[config.mk]
export PLATFORM = sky130hd
export DESIGN_NAME = fetch_ctrl
export DESIGN_NICKNAME = d
export VERILOG_FILES = /design/src/rtl/cpu_pkg.sv /design/src/rtl/redirect_hold.sv /design/src/rtl/fetch_ctrl.sv
export SDC_FILE = /design/constraint.sdc
export NUM_CORES = 1
export LEC_CHECK = 0
export BUFFER_PORTS_ARGS = -buffer_cell sky130_fd_sc_hd__buf_2
export CORE_ASPECT_RATIO = 2
export CORE_MARGIN = 2
export CORE_UTILIZATION = 50
export CTS_BUF_LIST = sky130_fd_sc_hd__clkbuf_16
export DETAILED_ROUTE_END_ITERATION = 8
export PLACE_DENSITY = 0.82
export SETUP_SLACK_MARGIN = 0.15
export SLEW_MARGIN = 25
export SYNTH_ARGS = -nofsm -noshare
export SYNTH_HDL_FRONTEND = slang
export SYNTH_HIERARCHICAL = 1
export SYNTH_SLANG_ARGS = --single-unit
[constraint.sdc]
create_clock -name clk -period 3.45 [get_ports clk]
set_input_delay 0.345 -clock clk [delete_from_list [all_inputs] [get_ports clk]]
set_output_delay 0.345 -clock clk [all_outputs]
set_load 0.02 [all_outputs]
[src/rtl/cpu_pkg.sv]
// Shared CPU definitions: fetch FSM states and PC constants.
package cpu_pkg;

    typedef enum logic [1:0] {
        RUN  = 2'd0,
        MISS = 2'd1,
        HALT = 2'd2
    } fetch_state_t;

    localparam logic [15:0] PC_RESET = 16'h0000;
    localparam logic [15:0] PC_INC   = 16'd2;

endpackage

[src/rtl/redirect_hold.sv]
// Pending-redirect holder: remembers a branch target that resolved while
// the fetch stage was waiting on an I-cache fill.
module redirect_hold
    import cpu_pkg::*;
(
    input  logic        clk,
    input  logic        rst_n,
    input  logic        hold_set,
    input  logic        hold_clr,
    input  logic [15:0] tgt_in,
    output logic        pend_flag,
    output logic [15:0] pend_tgt
);

    // Pending flag: clear wins over set so a redirect consumed in the same
    // cycle it arrives leaves nothing behind.
    always_ff @(posedge clk or negedge rst_n) begin
        if (!rst_n) begin
            pend_flag <= 1'b0;
        end else if (hold_clr) begin
            pend_flag <= 1'b0;
        end else if (hold_set) begin
            pend_flag <= 1'b1;
        end
    end

    // Target register; only meaningful while pend_flag is set, so no reset.
    // A later branch simply overwrites the earlier target.
    always_ff @(posedge clk) begin
        if (hold_set) begin
            pend_tgt <= tgt_in;
        end
    end

endmodule

[src/rtl/fetch_ctrl.sv]
// Fetch-stage controller: next-PC selection, IF/ID control, I-cache miss
// waiting and halt handling. All outputs are combinational from state and
// inputs. Optional statistics counters are enabled by defining FETCH_STAT_EN.
module fetch_ctrl
    import cpu_pkg::*;
(
    input  logic        clk,
    input  logic        rst_n,
    input  logic [15:0] pc_cur,
    input  logic        stall,
    input  logic        br_taken,
    input  logic [15:0] br_target,
    input  logic        halt_dec,
    input  logic        icache_miss,
    input  logic        fill_done,
    output logic [15:0] pc_next,
    output logic        pc_en,
    output logic        ifid_en,
    output logic        ifid_flush,
    output logic        fetch_valid,
`ifdef FETCH_STAT_EN
    output logic [15:0] miss_cycles,
    output logic [15:0] redirect_cnt,
`endif
    output logic        halted
);

    fetch_state_t state, state_nx;
    logic [15:0]  pc_seq;
    logic         hold_set, hold_clr, redir_apply;
    logic         pend_flag;
    logic [15:0]  pend_tgt;

    function automatic logic [15:0] sat_inc16(input logic [15:0] v);
        return (v == 16'hFFFF) ? v : v + 16'd1;
    endfunction

    // Sequential PC wraps naturally at 16 bits.
    assign pc_seq = pc_cur + PC_INC;

    redirect_hold u_redirect_hold (
        .clk       (clk),
        .rst_n     (rst_n),
        .hold_set  (hold_set),
        .hold_clr  (hold_clr),
        .tgt_in    (br_target),
        .pend_flag (pend_flag),
        .pend_tgt  (pend_tgt)
    );

    // FSM state register.
    always_ff @(posedge clk or negedge rst_n) begin
        if (!rst_n) begin
            state <= RUN;
        end else begin
            state <= state_nx;
        end
    end

    // Next-state and output decode; reset forces every output low.
    always_comb begin
        state_nx    = state;
        pc_next     = pc_seq;
        pc_en       = 1'b0;
        ifid_en     = 1'b0;
        ifid_flush  = 1'b0;
        fetch_valid = 1'b0;
        halted      = 1'b0;
        hold_set    = 1'b0;
        hold_clr    = 1'b0;
        redir_apply = 1'b0;
        case (state)
            RUN: begin
                if (br_taken) begin
                    pc_next     = br_target;
                    pc_en       = 1'b1;
                    ifid_en     = 1'b1;
                    ifid_flush  = 1'b1;
                    redir_apply = 1'b1;
                end else if (icache_miss) begin
                    state_nx = MISS;
                end else if (stall) begin
                    fetch_valid = 1'b1;
                end else if (halt_dec) begin
                    fetch_valid = 1'b1;
                    state_nx    = HALT;
                end else begin
                    pc_en       = 1'b1;
                    ifid_en     = 1'b1;
                    fetch_valid = 1'b1;
                end
            end
            MISS: begin
                if (fill_done) begin
                    state_nx = RUN;
                    if (pend_flag || br_taken) begin
                        pc_next     = br_taken ? br_target : pend_tgt;
                        pc_en       = 1'b1;
                        ifid_flush  = 1'b1;
                        hold_clr    = 1'b1;
                        redir_apply = 1'b1;
                    end else begin
                        fetch_valid = 1'b1;
                        pc_en       = !stall;
                        ifid_en     = !stall;
                    end
                end else if (br_taken) begin
                    hold_set   = 1'b1;
                    ifid_flush = 1'b1;
                end
            end
            HALT: begin
                halted = 1'b1;
                if (br_taken) begin
                    pc_next     = br_target;
                    pc_en       = 1'b1;
                    ifid_en     = 1'b1;
                    ifid_flush  = 1'b1;
                    redir_apply = 1'b1;
                    state_nx    = RUN;
                end
            end
            default: state_nx = RUN;
        endcase
        if (!rst_n) begin
            state_nx    = RUN;
            pc_next     = PC_RESET;
            pc_en       = 1'b0;
            ifid_en     = 1'b0;
            ifid_flush  = 1'b0;
            fetch_valid = 1'b0;
            halted      = 1'b0;
            hold_set    = 1'b0;
            hold_clr    = 1'b0;
            redir_apply = 1'b0;
        end
    end

`ifdef FETCH_STAT_EN
    // Saturating counters of MISS cycles and applied redirects.
    always_ff @(posedge clk or negedge rst_n) begin
        if (!rst_n) begin
            miss_cycles  <= 16'h0000;
            redirect_cnt <= 16'h0000;
        end else begin
            if (state == MISS) begin
                miss_cycles <= sat_inc16(miss_cycles);
            end
            if (redir_apply) begin
                redirect_cnt <= sat_inc16(redirect_cnt);
            end
        end
    end
`else
    logic unused_stat;
    assign unused_stat = redir_apply & (sat_inc16(16'h0000) == 16'h0001);
`endif

endmodule

# Yosys cells after proc, flatten, opt, wreduce, memory -nomap -nowiden
# Cells that the tools add are included.
# W data, S select, Z words.
dict set report word_totals {
  out_inout_bits 21
  ff_bits 19
  word_cells 64
}
dict set report op_classes {
  addsub 1
  n_mux 47
  n_eq_ne 7
  n_reduce_logical 6
}
# operator count
set ops {}
lappend ops {{$mux W16} 5}
lappend ops {{$pmux W16 S2} 1}
lappend ops {{$mux W1} 29}
lappend ops {{$add A16 B2 Y16 const B} 1}
lappend ops {{$mux W2} 7}
lappend ops {{$ne A3 B3 Y1 const B} 3}
lappend ops {{$ne A4 B4 Y1 const B} 2}
lappend ops {{$pmux W1 S3} 2}
lappend ops {{$pmux W2 S3} 1}
lappend ops {{$reduce_and A5 Y1} 1}
lappend ops {{$pmux W1 S2} 2}
lappend ops {{$eq A2 B1 Y1 const B} 1}
lappend ops {{$eq A2 B2 Y1 const B} 1}
lappend ops {{$logic_not A2 Y1} 1}
lappend ops {{$reduce_bool A2 Y1} 1}
lappend ops {{$reduce_or A2 Y1} 1}
lappend ops {{$logic_not A1 Y1} 1}
lappend ops {{$logic_or A1 B1 Y1} 1}

# Depth between registers and ports, before layout
dict set report logic_depth {
  ltp_word 6
  mapped_depth 6
  mapped_depth_nobuf 5
}

# Cells and area by module
# Netlist, hierarchy kept.
# module area_each_um2 seq_area_each_um2 cells_each instances
set by_module_without_submodules {}
lappend by_module_without_submodules {fetch_ctrl 1019.7 50.0 136 1}
lappend by_module_without_submodules {redirect_hold 515.5 505.5 18 1}

# Worst setup path after synthesis
# OpenSTA, ideal clock, no wires.
dict set report synth_path {
  path_type {in2reg}
  from {input rst_n}
  to {register u_redirect_hold.pend_tgt[0] (enable)}
  slack_ns 1.060
  arrival_ns 1.978
  t_required_ns 3.038
  stages 3
  cell_sequence {buf_1 > nand2_1 > nor3_1}
}
dict set report synth_between {
  elab_chain_cells 1
}
# item line
set synth_rtl {}
lappend synth_rtl {{start, declared} fetch_ctrl.sv:8} ;# input logic rst_n,
lappend synth_rtl {{$mux W1} fetch_ctrl.sv:125} ;# if (!rst_n) begin
lappend synth_rtl {{named net hold_set} fetch_ctrl.sv:30} ;# logic hold_set, hold_clr, redir_apply;
lappend synth_rtl {{end signal, assigned} redirect_hold.sv:31} ;# pend_tgt <= tgt_in;
lappend synth_rtl {{end, declared} redirect_hold.sv:12} ;# output logic [15:0] pend_tgt
# The timed path passes the listed nets, and every way through them passes these cells.
# A chain may end at the register's enable or synchronous reset.

# Worst setup path after layout
dict set report layout_path {
  from {register state[1]}
  to {output pc_next[5]}
}
dict set report layout_between {
  elab_chain_cells 4
}
# item line
set layout_rtl {}
lappend layout_rtl {{start, declared} fetch_ctrl.sv:28} ;# fetch_state_t state, state_nx;
lappend layout_rtl {{start signal, assigned} fetch_ctrl.sv:56} ;# state <= state_nx;
lappend layout_rtl {{$eq A2 B2 Y1 or $logic_not A2 Y1 (tied branches)} fetch_ctrl.sv:72} ;# case (state)
lappend layout_rtl {{$reduce_or A2 Y1 (no line)} -}
lappend layout_rtl {{$pmux W16 S2 *} fetch_ctrl.sv:72}
lappend layout_rtl {{$mux W16 *} fetch_ctrl.sv:125}
lappend layout_rtl {{end, declared} fetch_ctrl.sv:16} ;# output logic [15:0] pc_next,
# Mark *: on every way between the ends. The rest lies on a longest branch, timed or not.

==> reports/qor.csv <==
stage;metric;value;unit
status;outcome;completed;
setup_path;cp_max_fo;13;
synth;synthMuxAreaShare;1.47;%
setup_path;crit_path_cell_trace;nand2b_2 -> or3_4 -> o221ai_1 -> a21oi_1 -> buf_2;
power;internal_power;0.000485;W
placed_design;dp.cells;235;
timing;hold_viol;0;
detailed_routing;wl;3690;um
power;seqPwrFrac;39.1;%
timing;slew_viol_final;0;
clocking;cts_setup_buffers;0;
power;p_switching;0.000208;W
timing;tns;0;ns
die;die_w;43.2;um
synth;async_flop_share;15.8;%
synth;synth_xor_area_share;7.42;%
synth;synthAdderAreaFrac;0.815;%
synth;syn_area_per_cell;9.97;sq um
synth;synth_top_family_by_area;compound AO/OA/AOI/OAI gates;
power;clkPwrFrac;34.5;%
clocking;cts_tree;done;
synth;synth_nets;194;
setup_path;worst-r2r-setup-slack;1.74;ns
synth;synth_cell_types;48;
power;power_frac_comb;26.4;%
setup_path;arrival;1.94;ns
clocking;clockBufferDepth;2;
detailed_routing;num_vias;1450;
clocking;h-tree-depth;1;
setup_path;cp.required;3.11;ns
layout;nets;250;
synth;ys_seq_area_share;36.2;%
synth;ys_warn_count;6;
synth;synth.ff_latch_count;19;
timing;period_share;66.3;%
synth;yosys.area_share.simple;19.8;%
synth;synth_compound_area_share;29.2;%
synth;synth_edf_count;16;
synth;netlist_area;1540;sq um
clocking;cts-resized-gates;0;
layout;final_cell_mix;59 x buf_2, 16 x edfxtp_1, 14 x nand2_1, 11 x xnor2_1;
global_route;grt_max_degree;27;
detailed_routing;drtIter0Drc;39;
placed_design;portBuffers;59;
layout;utilization;65.1;%
global_route;grt.total_usage;21.2;%
setup_path;crit_type;reg -> out;
die;num_rows;28;
power;power.density;362;nW/um^2
layout;final_common_cell;buf_2;
die;die_area;3560;sq um
clocking;hold_buffers;0;
clocking;cts_buffers;3;
detailed_routing;firstDrtPassIters;4;
clocking;clk_pin_slew;0.06;ns
detailed_routing;antenna_left;0;
layout;antenna_cells;0;
setup_path;slowest_stage;dfrtp_1;
detailed_routing;viasPerCell;6.07;
setup_path;slowest_delay;0.50;ns
flow_run;cap_violations;0;
die;start_util;52.2;%
placed_design;gp_congestion;0.800;
timing;slew-limit-headroom;66.3;%
clocking;cts_root_buffer;clkbuf_16;
global_route;overflow;0;
timing;period_minus_slack;2.29;ns
layout;drive_gt1_share;46.4;%
timing;max_freq;437;MHz
clocking;clock_sinks;19;
die;io-pin-count;60;
worst_hold_path;hold_class;in -> async;
die;core_area;2940;sq um
layout;final_cell_count_no_fill;239;
timing;rsz0062_at_grt;false;
clocking;worstSkewPairLatency;0.25;ns
synth;syn_inst;154;
die;fp.dieH;82.4;um
global_route;grt_pass1_wl;5850;um
timing;tightest_slew;0.505;ns
placed_design;hpwlAfterDp;2910;um
power;p_leak;0.728;nW
detailed_routing;drcViolationCount;0;
timing;finalSetupViolations;0;
layout;syn_to_final_growth;24.8;%
setup_path;crit_path_end_kind;output pin;
detailed_routing;wl_per_cell;15.4;um
global_route;antenna_found_initial;0;
timing;skew;0.00226;ns
synth;synth_flop_cell;edfxtp_1;
setup_path;start_kind;flop;
global_route;grt_pass1_vias;1370;
power;ir_drop;0.000290;V
power;swShare;30.0;%
==> cell families after synthesis <==
kind of cell,Yosys count
AOI/OAI and AO/OA,54
and+or+nand+nor,49
DFF,19
buffers and inverters,16
xor gates and xnor gates,13
muxes,2
adders and majority gates,1
==> per-layer routing <==
layer  global-route usage (%)  wire length, um  vias to the layer above
met3                     3.70              238                        2
met1                     22.2             1370                      673
met5                        0                0                        -
li1                         -                -                      712
met4                     5.15               14                        0
met2                     41.9             2070                       63
==> area by class of cell <==
cell class	instances	area, sq um
clock buffers	3	75.1
clock inverters	1	5.00
fillers	264	1030
inverters	5	18.8
multi-input cells	119	906
flip-flops and latches	19	556
well taps	30	37.5
repair buffers	62	318
==> cell usage after synthesis, drive strengths merged (2+ instances only) <==
library cell | n | area [sq um]
a21oi | 16 | 114
o22ai | 5 | 31.3
clkbuf | 3 | 12.5
nor4 | 5 | 56.3
nor2 | 6 | 22.5
nand2 | 14 | 52.6
nor3 | 5 | 25.0
dfrtp | 3 | 75.1
mux2 | 2 | 22.5
a211o | 2 | 17.5
edfxtp | 16 | 480
nand4 | 2 | 18.8
inv | 5 | 18.8
a31oi | 2 | 12.5
nand3 | 7 | 47.6
xnor2 | 11 | 96.3
o221ai | 12 | 161
o21ai | 9 | 45.0
a21o | 2 | 15.0
nor3b | 2 | 15.0
buf | 8 | 47.5
xor2 | 2 | 17.5
==> registers in the layout (all words and copies together) (netlist names) <==
signal and flops:
state 2, u_redirect_hold/pend_flag 1, u_redirect_hold/pend_tgt 16
==> worst max-delay path: cells and delay by family, from the launching register on <==
kind            cells  cell delay (ns)
simple gates        2             0.75
buf+inv             1             0.16
flops               1             0.50
compound gates      2             0.27
==> stage by stage <==
step / setup slack [ns] / power (W) / cell area [sq um] / hold WS [ns]
finish: 1.16 / 0.000693 / 1920 / 0.0594
global route: 1.04 / 0.000721 / 1920 / 0.0762
CTS: 1.16 / 0.000696 / 1920 / 0.0588
detailed placement: 1.43 / 0.000457 / 1840 / 0.326
global placement: 1.46 / 0.000454 / 1840 / 0.325
floorplan: 1.06 / 0.000390 / 1540 / 0.0494
==> power by group through the flow <==
stage	combinational [W]	clock (W)	sequential, W
2_1_floorplan	0.000127	0	0.000263
3_3_place_gp	0.000180	0	0.000275
3_5_place_dp	0.000182	0	0.000275
4_1_cts	0.000183	0.000242	0.000270
5_1_grt	0.000198	0.000251	0.000272
6_report	0.000183	0.000239	0.000271
==> final timing paths <==
| kind | from | cells after the start | endpoint |
|---|---|---|---|
| max in group asynchronous | rst_n | 1 | u_redirect_hold/pend_flag |
| setup / recovery | state[1] | 5 | pc_next[5] |
| min in group clk | br_target[4] | 1 | u_redirect_hold/pend_tgt[4] |
| setup reg to reg | state[1] | 3 | u_redirect_hold/pend_tgt[7] |
| hold reg to reg | state[1] | 1 | state[0] |
| hold / removal | rst_n | 1 | state[1] |
Note: power is estimated with default switching activity, not from simulation.
